**src/rtl/alu_issue_stage_pkg.sv**
```systemverilog
// rtl/alu_issue_stage_pkg.sv - shared widths, ALU opcodes, FSM state and entry types for the issue stage
package alu_issue_stage_pkg;

    localparam int DATA_W = 32;
    localparam int REG_AW = 5;
    localparam int CTRL_W = 4;

    localparam logic [CTRL_W-1:0] ALU_AND = 4'b0000;
    localparam logic [CTRL_W-1:0] ALU_OR  = 4'b0001;
    localparam logic [CTRL_W-1:0] ALU_ADD = 4'b0010;
    localparam logic [CTRL_W-1:0] ALU_MUL = 4'b0011;
    localparam logic [CTRL_W-1:0] ALU_SUB = 4'b0110;
    localparam logic [CTRL_W-1:0] ALU_SLT = 4'b0111;
    localparam logic [CTRL_W-1:0] ALU_NOR = 4'b1100;

    typedef enum logic [1:0] {
        ST_EMPTY = 2'd0,
        ST_ONE   = 2'd1,
        ST_TWO   = 2'd2
    } state_e;

    typedef struct packed {
        logic [DATA_W-1:0] src1;
        logic [DATA_W-1:0] src2;
        logic [CTRL_W-1:0] ctrl;
        logic [REG_AW-1:0] rd;
        logic              reg_write;
    } entry_t;

endpackage

```
**src/rtl/alu_issue_stage_fwd_mux.sv**
```systemverilog
// rtl/alu_issue_stage_fwd_mux.sv - forwarding select for one operand (EX/MEM over MEM/WB over register file)
module alu_issue_stage_fwd_mux
    import alu_issue_stage_pkg::*;
(
    input  logic [REG_AW-1:0] addr_i,
    input  logic [DATA_W-1:0] rf_data_i,
    input  logic              exmem_wr_i,
    input  logic [REG_AW-1:0] exmem_addr_i,
    input  logic [DATA_W-1:0] exmem_data_i,
    input  logic              memwb_wr_i,
    input  logic [REG_AW-1:0] memwb_addr_i,
    input  logic [DATA_W-1:0] memwb_data_i,
    output logic [DATA_W-1:0] data_o
);

    // Youngest producer wins; register 0 is hard-wired and never forwarded.
    always_comb begin
        data_o = rf_data_i;
        if (addr_i != '0) begin
            if (exmem_wr_i && (exmem_addr_i == addr_i)) begin
                data_o = exmem_data_i;
            end else if (memwb_wr_i && (memwb_addr_i == addr_i)) begin
                data_o = memwb_data_i;
            end
        end
    end

endmodule

```
**src/rtl/alu_issue_stage.sv**
```systemverilog
// rtl/alu_issue_stage.sv - ID/EX issue stage with forwarding and 2-entry skid buffer; optional ALU_ISSUE_PERF_EN adds perf_stall_o
module alu_issue_stage
    import alu_issue_stage_pkg::*;
(
    input  logic              clk_i,
    input  logic              rst_i,
    input  logic              flush_i,
    input  logic              in_valid_i,
    output logic              in_ready_o,
    input  logic [DATA_W-1:0] rs_data_i,
    input  logic [DATA_W-1:0] rt_data_i,
    input  logic [DATA_W-1:0] imm_i,
    input  logic              alu_src_i,
    input  logic [CTRL_W-1:0] alu_ctrl_i,
    input  logic [REG_AW-1:0] rs_addr_i,
    input  logic [REG_AW-1:0] rt_addr_i,
    input  logic [REG_AW-1:0] rd_addr_i,
    input  logic              reg_write_i,
    input  logic              exmem_wr_i,
    input  logic [REG_AW-1:0] exmem_addr_i,
    input  logic [DATA_W-1:0] exmem_data_i,
    input  logic              memwb_wr_i,
    input  logic [REG_AW-1:0] memwb_addr_i,
    input  logic [DATA_W-1:0] memwb_data_i,
    output logic              out_valid_o,
    input  logic              out_ready_i,
    output logic [DATA_W-1:0] src1_o,
    output logic [DATA_W-1:0] src2_o,
    output logic [CTRL_W-1:0] ctrl_o,
    output logic [REG_AW-1:0] rd_addr_o,
    output logic              reg_write_o
`ifdef ALU_ISSUE_PERF_EN
    ,
    output logic [31:0]       perf_stall_o
`endif
);

    state_e            state_q, state_d;
    entry_t            main_q, main_d;
    entry_t            skid_q, skid_d;
    entry_t            in_entry;
    logic              in_ready_q, in_ready_d;
    logic              out_valid;
    logic              accept;
    logic              consume;
    logic [DATA_W-1:0] rs_fwd;
    logic [DATA_W-1:0] rt_fwd;

    alu_issue_stage_fwd_mux u_fwd_rs (
        .addr_i       (rs_addr_i),
        .rf_data_i    (rs_data_i),
        .exmem_wr_i   (exmem_wr_i),
        .exmem_addr_i (exmem_addr_i),
        .exmem_data_i (exmem_data_i),
        .memwb_wr_i   (memwb_wr_i),
        .memwb_addr_i (memwb_addr_i),
        .memwb_data_i (memwb_data_i),
        .data_o       (rs_fwd)
    );

    alu_issue_stage_fwd_mux u_fwd_rt (
        .addr_i       (rt_addr_i),
        .rf_data_i    (rt_data_i),
        .exmem_wr_i   (exmem_wr_i),
        .exmem_addr_i (exmem_addr_i),
        .exmem_data_i (exmem_data_i),
        .memwb_wr_i   (memwb_wr_i),
        .memwb_addr_i (memwb_addr_i),
        .memwb_data_i (memwb_data_i),
        .data_o       (rt_fwd)
    );

    assign out_valid = (state_q != ST_EMPTY);
    assign accept    = in_valid_i && in_ready_q;
    assign consume   = out_valid && out_ready_i;

    // Resolve operands once, at capture; held entries are never re-forwarded.
    always_comb begin
        in_entry.src1      = rs_fwd;
        in_entry.src2      = alu_src_i ? imm_i : rt_fwd;
        in_entry.ctrl      = alu_ctrl_i;
        in_entry.rd        = rd_addr_i;
        in_entry.reg_write = reg_write_i;
    end

    // Skid FSM: main drives the ALU, skid absorbs the one instruction accepted while stalled.
    always_comb begin
        state_d = state_q;
        main_d  = main_q;
        skid_d  = skid_q;
        case (state_q)
            ST_EMPTY: begin
                if (accept) begin
                    main_d  = in_entry;
                    state_d = ST_ONE;
                end
            end
            ST_ONE: begin
                if (accept && consume) begin
                    main_d = in_entry;
                end else if (accept) begin
                    skid_d  = in_entry;
                    state_d = ST_TWO;
                end else if (consume) begin
                    state_d = ST_EMPTY;
                end
            end
            ST_TWO: begin
                if (consume) begin
                    main_d  = skid_q;
                    state_d = ST_ONE;
                end
            end
            default: state_d = ST_EMPTY;
        endcase
        if (flush_i) begin
            state_d          = ST_EMPTY;
            main_d.reg_write = 1'b0;
            skid_d.reg_write = 1'b0;
        end
        // Registered ready: depends only on where we are going, never on out_ready_i directly.
        in_ready_d = (state_d != ST_TWO);
    end

    // State and entry registers; reset clears data as well as control.
    always_ff @(posedge clk_i) begin
        if (rst_i) begin
            state_q    <= ST_EMPTY;
            main_q     <= '0;
            skid_q     <= '0;
            in_ready_q <= 1'b1;
        end else begin
            state_q    <= state_d;
            main_q     <= main_d;
            skid_q     <= skid_d;
            in_ready_q <= in_ready_d;
        end
    end

    assign in_ready_o  = in_ready_q;
    assign out_valid_o = out_valid;
    assign src1_o      = main_q.src1;
    assign src2_o      = main_q.src2;
    assign ctrl_o      = main_q.ctrl;
    assign rd_addr_o   = main_q.rd;
    assign reg_write_o = main_q.reg_write;

`ifdef ALU_ISSUE_PERF_EN
    logic [31:0] perf_q, perf_d;

    // Saturating count of cycles the ALU side holds off a valid instruction.
    always_comb begin
        perf_d = perf_q;
        if (out_valid && !out_ready_i && (perf_q != 32'hFFFF_FFFF)) begin
            perf_d = perf_q + 32'd1;
        end
    end

    // Counter survives flush; only reset clears it.
    always_ff @(posedge clk_i) begin
        if (rst_i) begin
            perf_q <= '0;
        end else begin
            perf_q <= perf_d;
        end
    end

    assign perf_stall_o = perf_q;
`endif

endmodule

```
**config.mk**
```make
export PLATFORM = sky130hd
export DESIGN_NAME = alu_issue_stage
export DESIGN_NICKNAME = d
export VERILOG_FILES = /design/src/rtl/alu_issue_stage_pkg.sv /design/src/rtl/alu_issue_stage_fwd_mux.sv /design/src/rtl/alu_issue_stage.sv
export SDC_FILE = /design/constraint.sdc
export NUM_CORES = 1
export LEC_CHECK = 0
export CAP_MARGIN = 0
export CORE_MARGIN = 10
export CORE_UTILIZATION = 48
export DETAILED_ROUTE_END_ITERATION = 6
export HOLD_SLACK_MARGIN = 0.1
export MAX_ROUTING_LAYER = met4
export PLACE_DENSITY = 0.91
export REMOVE_ABC_BUFFERS = 1
export SYNTH_ARGS = -nofsm -noshare
export SYNTH_HDL_FRONTEND = slang
export SYNTH_SLANG_ARGS = --single-unit
```
**constraint.sdc**
```tcl
create_clock -name clk_i -period 3.3 [get_ports clk_i]
set_input_delay 0.825 -clock clk_i [delete_from_list [all_inputs] [get_ports clk_i]]
set_output_delay 0.825 -clock clk_i [all_outputs]
set_load 0.05 [all_outputs]
```
==> metrics <==
status=complete, no violations; final layout net count=1553; setup TNS=0 ns; Synth warnings=0; clock sinks=151; hold_sp=skid_q[57]$_SDFFE_PP0P_; CP startpoint=memwb_addr_i[0]; min Tclk post-route=3.03 ns; Pleak=4.22 nW; DR iter-0 viols=1076; post-route cell area=12600 µm²; Worst-Margin Slew=0.746 ns; R2R Path End=src2_o[19]$_SDFFE_PP0P_; CP Capture Type=flop; Final Hold Viols=0; Routed WL per cell=21.6 µm; Rows=49; most frequent cells in the layout=clkdlybuf4s50_1, nand2_1, dfxtp_1, a311oi_1, nor2_1; Worst VDD drop=347 µV; Bufs on Longest Clock Path=2; core area=18100 µm²; worst r2r src=state_q[1]$_SDFF_PP0_; cell taking the most area after synthesis=dfxtp_1; Die Y=156 µm; skew final=0.0104 ns; Final period util=0.917; synth-to-layout area growth=42.1%; hold endpoint=skid_q[57]$_SDFFE_PP0P_; Worst Path Arrival=3.33 ns; post-synthesis async set-or-reset flop share=0; initial antenna violation count=2; Max Transition Viols Final=0; GP Congestion=0.888; Worst Hold Depth=2; via count=10200; clk slew on worst S/H paths=0.06 ns; post_cts resized=0; Clock Latency Late Sink=0.43 ns; Setup Viol. Count Final=0; RSZ-0062 raised after global routing=false; cells on worst reg2reg path=6; crit path kind=input pin to flop; CTS tree=built; Synth area leaders=dfxtp_1, nand2_1, a311oi_1, o221ai_1, mux2_2; Syn Inst Count=1127; synthesis-stage register bit count=151; DRC=0; hpwl dp=24500 µm; Most used DFF post-synth=dfxtp_1; hold buffers post-CTS=0; largest net degree at the start of global routing=64; Crit path required time=3.60 ns; Seq/Total Area, Yosys=0.340; Pwr per Cell Area=415 nW/µm²; setup bufs post-CTS=0; GR Overflow Total=0; Die Area=24400 µm²; placed instance area=12100 µm²; Num CTS Buffers=17; Setup crit start kind=input pin; Fmax=330 MHz; class of the worst hold path=flop to flop; number of global-route vias before repair=9855; most common cell after layout, fill and taps aside=clkdlybuf4s50_1; Die Span X=156 µm; max_slew headroom=0.503; I/O pins=274; share of cells above drive strength 1=0.141; drt pass-1 iters=6; share of the synthesized area in the top cell type=0.340; clock root buffer=clkbuf_16; first-pass GRT wire length=53100 µm; Max Cap Viol=0; Reg2Reg Setup Slack=1.14 ns; Routed Antenna Nets=0; total power=5.25 mW; vias per cell=6.37; Cell Area, Synth=8900 µm²; Post-synth EDFFs=0; Total GRT Usage=0.275; H-tree depth=4; WL final=34600 µm; Initial Util=0.492; crit path max fanout=33; synthesized area per cell=7.90 µm²; # port buffers=273; Yosys cell types=52
worst max-delay path, cell delays in order:
cell and delay (ns):
clkdlybuf4s50_1 0.49, xnor2_1 0.13, nand4_1 0.18, buf_12 0.21
or3b_2 0.49, a21oi_4 0.23, buf_12 0.22, o221ai_1 0.15
a311oi_1 0.38
power breakdown:
part | leakage, nW | switching (mW) | internal [mW]
sequential | 1.24 | 0.0577 | 1.92
clock | 0.269 | 0.863 | 1.08
combinational | 2.72 | 0.749 | 0.582
total | 4.22 | 1.67 | 3.58
cells in the mapped netlist, types with 19 or more instances:
master	count
or4_1	22
nand2_1	231
dfxtp_1	151
o221ai_1	64
a31o_2	19
o21ai_0	53
mux2_2	32
nand2b_1	30
nand3_1	24
a311oi_1	91
clkbuf_1	89
a21oi_1	55
or4b_2	32
nor2_1	86
o31ai_1	30
o211ai_1	19
flip-flops by register name, indices dropped and copies added, names as in the netlist:
| signal | flops |
|---|---|
| reg_write_o | 1 |
| rd_addr_o | 5 |
| ctrl_o | 4 |
| src2_o | 32 |
| state_q | 2 |
| src1_o | 32 |
| in_ready_o | 1 |
| skid_q | 74 |
cell families (layout without fill, tap and decap cells):
| group | Yosys count | after routing | share of synthesized area |
|---|---|---|---|
| and+or+nand+nor | 456 | 456 | 0.248 |
| AOI/OAI and AO/OA | 345 | 345 | 0.289 |
| DFF | 151 | 151 | 0.340 |
| buffers and inverters | 124 | 365 | 0.0642 |
| muxes | 34 | 34 | 0.0427 |
| xor gates and xnor gates | 17 | 17 | 0.0167 |
| other | 0 | 2 | 0 |
routing by layer:
| layer | share of wire | up-vias | global-route usage |
|---|---|---|---|
| met1 | 0.39 | 4779 | 0.331 |
| met4 | 0.023 | 0 | 0.0809 |
| li1 | - | 4684 | - |
| met5 | 0 | - | - |
| met2 | 0.47 | 650 | 0.449 |
| met3 | 0.11 | 77 | 0.0648 |
area by class of cell:
cell class	instances	area, µm²
sequential	151	3020
fill	1397	5440
antenna	2	5.00
multi-input combinational	852	5350
clock buffer	18	439
inverter	4	15.0
tap	229	287
clock inverter	14	140
timing repair buffer	329	3380
per-stage QoR:
step                instances  hold WS [ns]  setup slack [ns]   util
floorplan                1007         0.431             -6.72      -
CTS                      1597         0.456             0.321  0.699
global route             1599         0.466             0.107  0.699
detailed placement       1565         0.447           -0.0599  0.667
global placement         1565         0.442            0.0343  0.667
finish                   1599         0.455             0.273  0.699
how the worst max path moves through the flow:
stage	to	slack (ns)	cells past startpoint
5_1_grt	src1_o[11]$_SDFFE_PP0P_	0.11	9
3_3_place_gp	src1_o[30]$_SDFFE_PP0P_	0.03	9
3_5_place_dp	src1_o[12]$_SDFFE_PP0P_	-0.06	9
4_1_cts	src1_o[11]$_SDFFE_PP0P_	0.32	9
6_report	src1_o[11]$_SDFFE_PP0P_	0.27	9
2_1_floorplan	src2_o[12]$_SDFFE_PP0P_	-6.72	4
Note: power is estimated with default switching activity, not from simulation.
